<file path="src/rtl/vram_line_fetcher_if.sv">
// rtl/vram_line_fetcher_if.sv - VRAM read port and FWFT output stream of the line fetcher
interface vram_line_fetcher_if;
    logic [14:0] bus_addr;
    logic        bus_strobe;
    logic        bus_ack;
    logic [31:0] bus_rddata;
    logic        out_valid;
    logic [31:0] out_data;
    logic        out_ready;

    modport master (
        output bus_addr,
        output bus_strobe,
        input  bus_ack,
        input  bus_rddata,
        output out_valid,
        output out_data,
        input  out_ready
    );

    modport slave (
        input  bus_addr,
        input  bus_strobe,
        output bus_ack,
        output bus_rddata,
        input  out_valid,
        input  out_data,
        output out_ready
    );
endinterface

</file>
<file path="src/rtl/vram_line_fetcher.sv">
// rtl/vram_line_fetcher.sv - fetches a run of VRAM words into an FWFT FIFO
module vram_line_fetcher #(
    parameter int FIFO_DEPTH = 8,
    parameter int CNT_W      = 8
) (
    input  logic                     clk,
    input  logic                     rst_n,
    input  logic                     start,
    input  logic [14:0]              start_addr,
    input  logic [CNT_W-1:0]         word_count,
    input  logic                     abort,
    output logic                     busy,
    output logic                     done,
    vram_line_fetcher_if.master      port
);
    localparam int PTR_W = $clog2(FIFO_DEPTH);

    typedef enum logic {IDLE, FETCH} state_t;

    state_t           state;
    state_t           state_nxt;
    logic [14:0]      base;
    logic [CNT_W-1:0] len;
    logic [CNT_W-1:0] acked_q;
    logic             done_q;

    logic [31:0]      mem [FIFO_DEPTH];
    logic [PTR_W-1:0] wr_ptr;
    logic [PTR_W-1:0] rd_ptr;
    logic [PTR_W:0]   fifo_count;

    logic             ack_eff;
    logic             push;
    logic             pop;
    logic             launch;
    logic             last;
    logic [CNT_W:0]   k;
    logic [PTR_W+1:0] occupancy;

    // Acks only count while fetching, so a stray ack in IDLE never moves the address.
    always_comb begin
        ack_eff   = port.bus_ack && (state == FETCH);
        k         = {1'b0, acked_q} + (CNT_W+1)'(ack_eff);
        occupancy = {1'b0, fifo_count} + (PTR_W+2)'(ack_eff);
        push      = ack_eff && !abort;
        pop       = port.out_valid && port.out_ready && !abort;
        last      = push && (k == {1'b0, len});
    end

    // The occupancy test reserves a slot for the request in flight and ignores a same-cycle pop.
    always_comb begin
        port.bus_addr   = base + 15'(k);
        port.bus_strobe = (state == FETCH) && !abort && (k < {1'b0, len})
                          && (occupancy < (PTR_W+2)'(FIFO_DEPTH));
        port.out_valid  = (fifo_count != '0);
        port.out_data   = port.out_valid ? mem[rd_ptr] : 32'h0;
        busy            = (state == FETCH);
        done            = done_q;
    end

    always_ff @(posedge clk or negedge rst_n) begin
        if (!rst_n) begin
            state <= IDLE;
        end else begin
            state <= state_nxt;
        end
    end

    always_comb begin
        state_nxt = state;
        launch    = 1'b0;
        if (abort) begin
            state_nxt = IDLE;
        end else begin
            case (state)
                IDLE: begin
                    if (start && (word_count != '0)) begin
                        state_nxt = FETCH;
                        launch    = 1'b1;
                    end
                end
                FETCH: begin
                    if (last) begin
                        state_nxt = IDLE;
                    end
                end
                default: state_nxt = IDLE;
            endcase
        end
    end

    always_ff @(posedge clk or negedge rst_n) begin
        if (!rst_n) begin
            base    <= '0;
            len     <= '0;
            acked_q <= '0;
            done_q  <= 1'b0;
        end else begin
            done_q <= last;
            if (launch) begin
                base    <= start_addr;
                len     <= word_count;
                acked_q <= '0;
            end else if (push) begin
                acked_q <= acked_q + CNT_W'(1);
            end
        end
    end

    always_ff @(posedge clk or negedge rst_n) begin
        if (!rst_n) begin
            wr_ptr     <= '0;
            rd_ptr     <= '0;
            fifo_count <= '0;
        end else if (abort) begin
            wr_ptr     <= '0;
            rd_ptr     <= '0;
            fifo_count <= '0;
        end else begin
            if (push) begin
                wr_ptr <= wr_ptr + PTR_W'(1);
            end
            if (pop) begin
                rd_ptr <= rd_ptr + PTR_W'(1);
            end
            case ({push, pop})
                2'b10:   fifo_count <= fifo_count + (PTR_W+1)'(1);
                2'b01:   fifo_count <= fifo_count - (PTR_W+1)'(1);
                default: fifo_count <= fifo_count;
            endcase
        end
    end

    always_ff @(posedge clk) begin
        if (push) begin
            mem[wr_ptr] <= port.bus_rddata;
        end
    end
endmodule
</file>
<file path="src/flat_wrapper.sv">
// flat-port wrapper written by rule: the top's interface ports become plain ports
module vram_line_fetcher_flat 
#(
    parameter int FIFO_DEPTH = 8,
    parameter int CNT_W      = 8
)
  (clk, rst_n, start, start_addr, word_count, abort, busy, done, port_bus_addr, port_bus_strobe, port_bus_ack, port_bus_rddata, port_out_valid, port_out_data, port_out_ready);
  vram_line_fetcher_if port_i ();
  input  logic clk;
  input  logic rst_n;
  input  logic start;
  input  logic [14:0] start_addr;
  input  logic [CNT_W-1:0] word_count;
  input  logic abort;
  output logic busy;
  output logic done;
  output wire logic [$bits(port_i.bus_addr)-1:0] port_bus_addr;
  output wire logic [$bits(port_i.bus_strobe)-1:0] port_bus_strobe;
  input wire logic [$bits(port_i.bus_ack)-1:0] port_bus_ack;
  input wire logic [$bits(port_i.bus_rddata)-1:0] port_bus_rddata;
  output wire logic [$bits(port_i.out_valid)-1:0] port_out_valid;
  output wire logic [$bits(port_i.out_data)-1:0] port_out_data;
  input wire logic [$bits(port_i.out_ready)-1:0] port_out_ready;
  assign port_bus_addr = port_i.bus_addr;
  assign port_bus_strobe = port_i.bus_strobe;
  assign port_i.bus_ack = port_bus_ack;
  assign port_i.bus_rddata = port_bus_rddata;
  assign port_out_valid = port_i.out_valid;
  assign port_out_data = port_i.out_data;
  assign port_i.out_ready = port_out_ready;
  vram_line_fetcher #(.FIFO_DEPTH(FIFO_DEPTH), .CNT_W(CNT_W)) u_core (.clk(clk), .rst_n(rst_n), .start(start), .start_addr(start_addr), .word_count(word_count), .abort(abort), .busy(busy), .done(done), .port(port_i));
endmodule
</file>
<file path="config.mk">
export PLATFORM = sky130hd
export DESIGN_NAME = vram_line_fetcher_flat
export DESIGN_NICKNAME = d
export VERILOG_FILES = /design/src/rtl/vram_line_fetcher_if.sv /design/src/rtl/vram_line_fetcher.sv /design/src/flat_wrapper.sv
export SDC_FILE = /design/constraint.sdc
export NUM_CORES = 1
export LEC_CHECK = 0
export CAP_MARGIN = 20
export CORE_UTILIZATION = 39
export CTS_CLUSTER_DIAMETER = 50
export DETAILED_ROUTE_END_ITERATION = 12
export DONT_BUFFER_PORTS = 1
export REMOVE_ABC_BUFFERS = 1
export SYNTH_ARGS = -nofsm -noshare
export SYNTH_HDL_FRONTEND = slang
export SYNTH_SLANG_ARGS = --single-unit
</file>
<file path="constraint.sdc">
create_clock -name clk -period 5.4 [get_ports clk]
set_clock_uncertainty 0.2 [all_clocks]
set_input_delay 0.27 -clock clk [delete_from_list [all_inputs] [get_ports clk]]
set_output_delay 0.27 -clock clk [all_outputs]
set_load 0.1 [all_outputs]
</file>
# Yosys cells after proc, flatten, opt, wreduce, memory -nomap -nowiden
# Memory sizes are Yosys's and may differ from the RTL's.
# Index checks and enable logic that the tools add are counted.
dict set report op_classes {
  addsub 8
  multipliers 0
  div 0
  magnitude_cmp 2
  eq_ne 3
  shift 0
  n_mux 17
  bitwise_logic 1
  n_reduce_logical 16
}
# cell count
set ops {}
lappend ops {{$mux W32} 1}
lappend ops {{$mux W8} 2}
lappend ops {{$add A15 B9 Y15} 1}
lappend ops {{$mux W3} 4}
lappend ops {{$add A8 B1 Y9} 1}
lappend ops {{$eq A9 B8 Y1} 1}
lappend ops {{$logic_and A1 B1 Y1} 9}
lappend ops {{$lt A9 B8 Y1} 1}
lappend ops {{$add A8 B1 Y8 const B} 1}
lappend ops {{$pmux W4 S2} 1}
lappend ops {{$reduce_bool A8 Y1} 1}
lappend ops {{$mux W1} 7}
lappend ops {{$add A3 B1 Y3 const B} 2}
lappend ops {{$reduce_bool A2 Y1} 3}
lappend ops {{$add A4 B1 Y5} 1}
lappend ops {{$lt A5 B4 Y1 const B} 1}
lappend ops {{$add A4 B1 Y4 const B} 1}
lappend ops {{$mux W4} 1}
lappend ops {{$reduce_bool A4 Y1} 1}
lappend ops {{$sub A4 B1 Y4 const B} 1}
lappend ops {{$reduce_bool A3 Y1} 1}
lappend ops {{$eq A2 B1 Y1 const B} 1}
lappend ops {{$eq A2 B2 Y1 const B} 1}
lappend ops {{$pmux W1 S2} 1}
lappend ops {{2 further kinds} 2}
dict set report word_totals {
  regBits 43
  latchBits 0
  mem_bits_rw 256
  rom_bits 0
  in_bits 61
  out_inout_bits 51
  elab_cells 56
  n_memories 1
}
# name depth word_bits read_ports rd_clocked_by_memory_dff write_ports line
set memory_table {}
lappend memory_table {u_core.mem 8 32 1 0 1 vram_line_fetcher.sv:27} ;# logic [31:0] mem [FIFO_DEPTH];

# Logic depth before layout (Yosys ltp)
# Gate-level depths: netlist of run 1.
dict set report logic_depth {
  ltp_word 7
  depth_mapped 12
  ltp_nobuf 12
}

# Worst setup path after synthesis of run 1
# No wires, ideal clock.
dict set report synth_timing {
  path_kind {reg-to-output}
  start {register u_core.state, in the netlist u_core.busy}
  end {output port port_bus_addr[7]}
  t_arrival_ps 6390
  required_ps 4930
  setup_slack_ps -1460
  stages_incl_launch_ff 13
  n_path_buf 0
  path_cell_list {dfrtp_1 -> nand2_1 -> clkinv_1 -> ha_1 -> ha_1 -> nand3_1 -> xnor2_1 -> ha_1 -> a21oi_1 -> nand2_1 -> o21ai_0 -> nand2_1 -> o311ai_0}
}
dict set report synth_via {
  elab_chain_len 3
}
# element line
set synth_lines {}
lappend synth_lines {{start: declaration} vram_line_fetcher.sv:20} ;# state_t state;
lappend synth_lines {{start signal: assignment} vram_line_fetcher.sv:65} ;# state <= state_nxt;
lappend synth_lines {{$logic_and A1 B1 Y1} vram_line_fetcher.sv:42} ;# ack_eff = port.bus_ack && (state == FETCH);
lappend synth_lines {{$add A8 B1 Y9} vram_line_fetcher.sv:43} ;# k = {1'b0, acked_q} + (CNT_W+1)'(ack_eff);
lappend synth_lines {{$add A15 B9 Y15} vram_line_fetcher.sv:52} ;# port.bus_addr = base + 15'(k);
lappend synth_lines {{end: declaration} flat_wrapper.sv:17} ;# output wire logic [$bits(port_i.bus_addr)-1:0] port_bus_addr;
# Every way passes these cells.

# Worst setup path after layout of run 1
dict set report layout_timing {
  start {register u_core.state, in the netlist u_core.busy}
  end {output port port_bus_addr[10]}
}
# The elaborated chain is that of the path after synthesis.

==> results of run 1 <==
-- per-stage QoR --
step | TNS, ns | instance area, µm² | hold WS (ns) | util [%] | worst slack [ns]
floorplan | -1.45 | 12300 | -0.226 | - | -1.45
global placement | 0 | 13400 | -0.224 | 42.4 | 1.36
detailed placement | 0 | 13400 | -0.224 | 42.4 | 1.28
CTS | 0 | 15200 | 0.00792 | 48.2 | 0.722
global route | 0 | 15300 | 0.0536 | 48.4 | 0.450
finish | 0 | 15300 | 0.0219 | 48.4 | 0.757
-- cell families after synthesis --
family	count (synthesis)	synth area share [%]
xor gates and xnor gates	28	1.96
muxes	98	14.2
adders and majority gates	27	2.82
AOI/OAI and AO/OA	48	2.47
buffers and inverters	50	1.98
and+or+nand+nor	185	6.56
DFF	299	70.0
-- where the power goes --
part | leakage [nW] | total [mW] | internal (mW) | switching [mW]
logic | 1.83 | 2.58 | 0.540 | 2.04
clock network | 0.584 | 2.43 | 1.50 | 0.930
registers | 2.86 | 2.66 | 2.57 | 0.0947
-- state kept, by name, indices dropped and copies added (netlist names), 3 cells and up --
signal and count:
u_core.fifo_count 4, u_core.acked_q 8, u_core.wr_ptr 3, u_core.base 15, u_core.rd_ptr 3, u_core.mem 256
u_core.len 8
-- worst max-delay path, stage by stage, from the launching register on --
cell      delay, ns
dfrtp_1        0.36
buf_4          0.24
nand2_1        0.20
clkinv_1       0.27
ha_1           0.29
ha_1           0.33
fa_1           0.48
a21oi_1        0.24
o21ai_2        0.12
a21oi_2        0.29
nor3_1         0.09
or4_1          0.50
buf_4          0.25
-- area by class of cell --
| type | count | area [µm²] |
|---|---|---|
| fill | 2620 | 16300 |
| sequential | 299 | 8770 |
| multi-input combinational | 386 | 3740 |
| timing repair buffer | 98 | 990 |
| clock buffer | 39 | 891 |
| tap | 402 | 503 |
| clock inverter | 25 | 308 |
| inverter | 19 | 71.3 |
| antenna | 1 | 2.50 |
-- routing by layer --
layer | vias to the layer above | share of wire (%)
met3 | 34 | 4.8
met5 | - | 0.039
li1 | 3050 | -
met4 | 2 | 1.9
met1 | 3404 | 44
met2 | 143 | 49
-- final timing paths --
| check | startpoint | endpoint | slack [ns] | cells after the start |
|---|---|---|---|---|
| hold / removal | word_count[2] | u_core.busy | 0.02 | 3 |
| min in group asynchronous | rst_n | u_core.base[1] | 0.04 | 2 |
| setup / recovery | u_core.busy | port_bus_addr[10] | 0.76 | 12 |
| hold reg to reg | u_core.len[0] | u_core.len[0] | 0.29 | 2 |
| max in group asynchronous | rst_n | u_core.rd_ptr[0] | 4.74 | 2 |
| setup reg to reg | u_core.busy | u_core.busy | 2.01 | 12 |
-- placed cells by master, fill, tap and decap left out, types with 3 or more instances in the layout --
cell / instances
mux2i_1: 34
o21ai_0: 12
a21oi_1: 16
nand2_1: 79
xnor2_1: 8
or3_1: 3
dfrtp_1: 40
nor2_4: 3
inv_1: 17
clkbuf_1: 4
nand3_1: 13
clkinv_1: 10
ha_1: 25
edfxtp_1: 256
nor2_2: 33
nand2b_1: 5
nor3_2: 6
buf_4: 31
buf_16: 4
clkinv_2: 4
mux4_2: 64
inv_6: 3
nand4_1: 5
nor2_1: 17
clkbuf_16: 36
xnor2_2: 3
a21o_1: 3
xor2_2: 8
xor2_1: 9
nor3_1: 6
dlygate4sd3_1: 61
and3_1: 5
bufinv_16: 6
==> results.md, run 1 <==
* CTS tree: done
* Synth top area cells: edfxtp_1 (61%), mux4_2 (12%), dfrtp_1 (8.6%), mux2i_1 (2.7%), ha_1 (2.5%)
* Peak Freq at 0.215 GHz
* Number of nets at the end of the flow at 927
* Clock latency reported for the late side of the worst-skew pair at 0.52 ns
* Largest driver fanout on the critical path at 8
* Site row count at 65
* H-tree Lvls at 2
* Mapped Cells at 735
* Post-DR wirelength/cell at 20.4 µm
* First-pass GRT wire length at 40.5 mm
* Share of async-settable or async-resettable flops after synthesis at 14.4%
* Maximum number of pins on one net before global-route repair at 54
* Power Total at 7.67 mW
* Top cells by count, synth: edfxtp_1 (256), nand2_1 (79), mux4_2 (64)
* Cell chosen for the clock root: clkbuf_16
* Register bit total from synthesis at 299
* # resized after CTS at 0
* Die width at 181 µm
* Avg Cell Area, Syn at 17.0 µm²
* Total clock sinks at 299
* Count of unresolved DRC violations after routing at 0
* Path category of the worst min-delay check: input pin to flip-flop
* Area added between synthesis and finish at 22.0%
* Setup Viol. Count Final at 0
* Yosys top cell area share at 61.4%
* Die ar. at 0.0328 mm²
* Detailed-routing iteration count for the pre-antenna-repair pass at 4
* Vias after detailed routing at 6633
* Met1 routing resource usage after global routing at 20.7%
* Number of hold violations in the final report at 0
* Syn Std Cell Area at 0.0125 mm²
* Number of buffers added for setup after CTS at 0
* Distinct cells, synth at 47
* Share of cells above drive strength 1 at 25.2%
* I/O pin count at 112
* Max VDD drop at 0.227 mV
* Detailed-route vias per instance at 5.23
* Crit path required time at 4.93 ns
* Max transition margin at 22.6%
* Port-buffer cells at 0
* Sort of element at the start of the critical path: flip-flop
* Top flip-flop cell by instance count after synthesis: edfxtp_1
* Power density relative to cell area at 502 mW/mm²
* Sequential cell area fraction in the yosys report at 70.0%
* Height of the die at 181 µm
* CTS Hold Bufs at 62
* Total core area at 0.0316 mm²
* Number of cells after detailed placement at 1140
* Final wirelength at 25.8 mm
* Met3 capacity usage during global routing at 3.41%
* Data arrival time at the worst-slack endpoint at 4.17 ns
* Leading cell type by number of instances after synthesis: edfxtp_1
* Actual slew at the worst max-slew pin at 1.16 ns
* Count of warnings emitted by yosys at 0
* Max-cap violation count at 0
* Run status: finished, final reports clean
* Final Critical Period at 4.64 ns
* Clock transition time at the flip-flop clock pins of the worst setup and hold paths at 0.06 ns
* Start-to-end type of the worst setup path: flip-flop to output port
* Non-filler cells, final at 1269
* Number of slew-limit violations in the final report at 0
* Part of the cycle the worst path needs at 86.0%
* Met2 global-route usage at 27.6%
* Most utilized layer in the global route result: met2
* Number of enable-type register cells in the synthesized netlist at 256
* Overflow after GRT at 0
* Type of element capturing the critical path: output port
* Initial standard-cell utilization of the core at 39.7%
* Antenna violations before repair at 2
* Antenna Violating Nets Remaining at 0
* Vias in the first global route at 7088
* Total track usage at 16.2%
* Final HPWL from detailed placement at 15.1 mm
* Dominant cell type by area after synthesis: edfxtp_1
* Max Root-Sink Buffers at 3
* Total clock buffers created by CTS at 35
* Setup repair after global routing missed its margin: false
* Placer's final routability congestion estimate at 0.751
* Leakage power of the design at 5.27 nW
* Number of DRC markers in iteration 0 at 502
(Power assumes the default switching activity.)
==> run 2: changes to the inputs <==
Settings changed: ABC_AREA from default to 1, CORE_UTILIZATION 39 to 25, CTS_BUF_LIST from default to sky130_fd_sc_hd__clkbuf_8.
==> run 2 against run 1 <==
  * First-iteration DRC count rose by 16%
  * Critical path type unchanged
  * Sequential power up 2%
  * Fmax increased by 3.2%
  * Largest power group is now combinational logic
==> results.md, run 2 <==
* Number of hold violations in the final report at 0 (unchanged)
* Number of slew-limit violations in the final report at 0 (unchanged)
* Number of nets at the end of the flow at 1378 (+49%)
* Register bit total from synthesis at 299 (unchanged)
* Post-DR wirelength/cell at 16.0 µm (-22%)
* Height of the die at 231 µm (+27%)
* Final wirelength at 32.0 mm (+24%)
* First-pass GRT wire length at 49.9 mm (+23%)
* Max Root-Sink Buffers at 3 (unchanged)
* Total clock buffers created by CTS at 51 (+46%)
* Yosys top cell area share at 58.7% (-2.7 points)
* Count of warnings emitted by yosys at 0 (unchanged)
* Largest reg by FF count: u_core.mem
* Clock transition time at the flip-flop clock pins of the worst setup and hold paths at 0.07 ns (about the same)
* Final Critical Period at 4.50 ns (-0.144 ns)
* Syn Std Cell Area at 0.0131 mm² (+4.6%)
* Die ar. at 0.0533 mm² (+62%)
* Distinct cells, synth at 29 (-38%)
* Max VDD drop at 0.316 mV (+39%)
* Data arrival time at the worst-slack endpoint at 4.03 ns (-0.14 ns)
* Final HPWL from detailed placement at 19.0 mm (+26%)
* Synth top area cells: edfxtp_1 (59%), dfrtp_1 (8.2%), nor2_1 (7.5%), nand2_1 (5.7%), o21ai_0 (5.4%)
* Placer's final routability congestion estimate at 0.883 (+18%)
* Overflow after GRT at 0 (unchanged)
* Buffers plus inverters on the worst setup path at 3 (unchanged)
* Actual slew at the worst max-slew pin at 1.15 ns (-0.00551 ns)
* Power density relative to cell area at 514 mW/mm² (+2.4%)
* Dominant cell type by area after synthesis: edfxtp_1
* Vias after detailed routing at 9028 (+36%)
* Share of cells above drive strength 1 at 12.1% (-13 points)
* Port-buffer cells at 0 (unchanged)
* Leading cell types in the layout, fill and taps excluded: edfxtp_1 (256), nor2_1 (223), nand2_1 (198)
* Max-cap violation count at 0 (unchanged)
* Leading cell type by number of instances after synthesis: nor2_1
* Die width at 231 µm (+27%)
* Sort of element at the start of the critical path: flip-flop
* Peak Freq at 0.222 GHz (+3.2%)
* Largest register FFs at 256 (unchanged)
* Crit path required time at 4.93 ns (about the same)
* Total track usage at 12.0% (-4.2 points)
* Site row count at 83 (+28%)
* Setup repair after global routing missed its margin: false
* Setup Viol. Count Final at 0 (unchanged)
* Antenna violations before repair at 4 (+2)
* Worst path slowest cell: nand2_1
* H-tree Lvls at 2 (unchanged)
* Number of DRC markers in iteration 0 at 583 (+16%)
* Number of enable-type register cells in the synthesized netlist at 256 (unchanged)
* I/O pin count at 112 (unchanged)
* Max transition margin at 23.0% (+0.37 points)
* Antenna Violating Nets Remaining at 0 (unchanged)
* Share of async-settable or async-resettable flops after synthesis at 14.4% (unchanged)
* CP Cell Sequence: buf_4, nand2_2, inv_1, ha_1, ha_1, nand2_1, inv_1, nand2_1, xor2_1, ha_1, nand2_1, nor2_1, nand3_1, nand3_1, nand2_1, nand2_1
* Top Family by Delay on Critical Path: simple AND/OR/NAND/NOR gates
* Cell chosen for the clock root: clkbuf_8
* CTS tree: done
* CP most frequent cell: nand2_1
* Total core area at 0.0515 mm² (+63%)
* Leakage power of the design at 5.87 nW (+11%)
* Registers with the most flip-flops: u_core.mem x256, u_core.base x15
* Highest cell delay on the worst timing path at 0.66 ns (+0.16 ns)
* Largest driver fanout on the critical path at 6 (-2)
* Total clock sinks at 299 (unchanged)
* Area added between synthesis and finish at 20.1%
* Path category of the worst min-delay check: input pin to asynchronous set/reset pin
* Commonest non-fill, non-tap cell in the layout: edfxtp_1
* Vias in the first global route at 8858 (+25%)
* Type of element capturing the critical path: output port
* Start-to-end type of the worst setup path: flip-flop to output port
* Maximum number of pins on one net before global-route repair at 82 (+52%)
* Mapped Cells at 1198 (+63%)
* Total Neg Setup Slack at 0 ns (unchanged)
* Detailed-routing iteration count for the pre-antenna-repair pass at 5 (+1)
* Initial standard-cell utilization of the core at 25.4% (-14 points)
* Count of unresolved DRC violations after routing at 0 (unchanged)
* Sequential cell area fraction in the yosys report at 66.9% (-3.1 points)
* Top cells by count, synth: nor2_1 (263), edfxtp_1 (256), nand2_1 (198)
* Run status: finished, final reports clean
* Power Total at 8.09 mW (+5.5%)
* Part of the cycle the worst path needs at 83.3% (-2.7 points)
* Top flip-flop cell by instance count after synthesis: edfxtp_1
* Detailed-route vias per instance at 4.50 (-14%)
* Avg Cell Area, Syn at 10.9 µm² (-36%)
* Clock latency reported for the late side of the worst-skew pair at 0.64 ns (+0.12 ns)
[run 2: cell types whose count changed after synthesis, moves of 19 or more]
cell      change
buf_2        +19
o22ai_1      +32
mux2i_1      -34
o21ai_0     +129
o211ai_1     +31
nand2_1     +119
inv_1        +41
nor2_1      +211
mux4_2       -64
[run 2: final timing paths]
kind                       depth (start not counted)                   end           start  slack, ns
min                                                3  u_core.fifo_count[0]           rst_n       0.03
min reg2reg                                        2         u_core.len[6]   u_core.len[6]       0.28
max                                               16     port_bus_addr[10]     u_core.busy       0.90
max reg2reg                                       17           u_core.busy     u_core.busy       1.88
min in group clk                                   3       u_core.base[12]  start_addr[12]       0.08
max in group asynchronous                          3      u_core.wr_ptr[1]           rst_n       4.72
[run 2: layer usage]
metal / wire (µm) / track usage [%]
met1: 14600 / 16.0
met5: 41 / 0
met2: 14700 / 19.2
met3: 2070 / 3.22
met4: 658 / 3.17
[run 2: logic make-up after synthesis]
family | Yosys count | synth area share [%]
and+or+nand+nor | 517 | 15.6
DFF | 299 | 66.9
AOI/OAI and AO/OA | 223 | 9.47
buffers and inverters | 117 | 4.36
adders and majority gates | 27 | 2.69
xor gates and xnor gates | 15 | 1.00
[run 2: what timing repair did]
| item | CTS | global route |
|---|---|---|
| hold endpoints to repair | 342 | 0 |
| hold buffers | 65 | 0 |
| gates resized for setup | 0 | 0 |
| buffers inserted | 0 | 0 |
| endpoints found under the setup margin | 0 | 0 |
[run 2: worst register-to-register path, cell delays in order, from the launching register on]
cell	delay, ns
dfrtp_1	0.33
buf_4	0.32
nand2_2	0.14
inv_1	0.15
ha_1	0.20
ha_1	0.17
nand2_1	0.07
nor2_1	0.12
xor2_1	0.25
ha_1	0.20
nand2_1	0.06
inv_1	0.07
nand3_1	0.07
nor2_1	0.11
nand2_1	0.07
nor2_1	0.24
nor2_1	0.08
dlygate4sd3_1	0.56
[run 2: metrics by stage]
| stage | cells | hold slack [ns] | instance area [µm²] | util, % | worst slack [ns] |
|---|---|---|---|---|---|
| global placement | 1850 | -0.224 | 14000 | 27.3 | 1.65 |
| detailed placement | 1852 | -0.224 | 14100 | 27.4 | 1.59 |
| floorplan | 1140 | -0.226 | 12800 | - | 0.548 |
| CTS | 2005 | 0.00519 | 15700 | 30.5 | 0.875 |
| global route | 2006 | 0.0213 | 15700 | 30.6 | 0.617 |
| finish | 2006 | 0.0299 | 15700 | 30.6 | 0.900 |
[run 2: power breakdown]
part | internal [mW] | switching, mW
logic | 0.607 | 2.86
clock network | 0.972 | 0.955
registers | 2.57 | 0.126
[run 2: layout make-up]
type                            instances  area, µm²
Multi-Input combinational cell        782       3970
Inverter                               59        224
Fill cell                            5267      35800
Clock inverter                         35        223
Antenna cell                            1       2.50
Clock buffer                           53        729
Tap cell                              680        851
Sequential cell                       299       8770
Timing Repair Buffer                   97        966
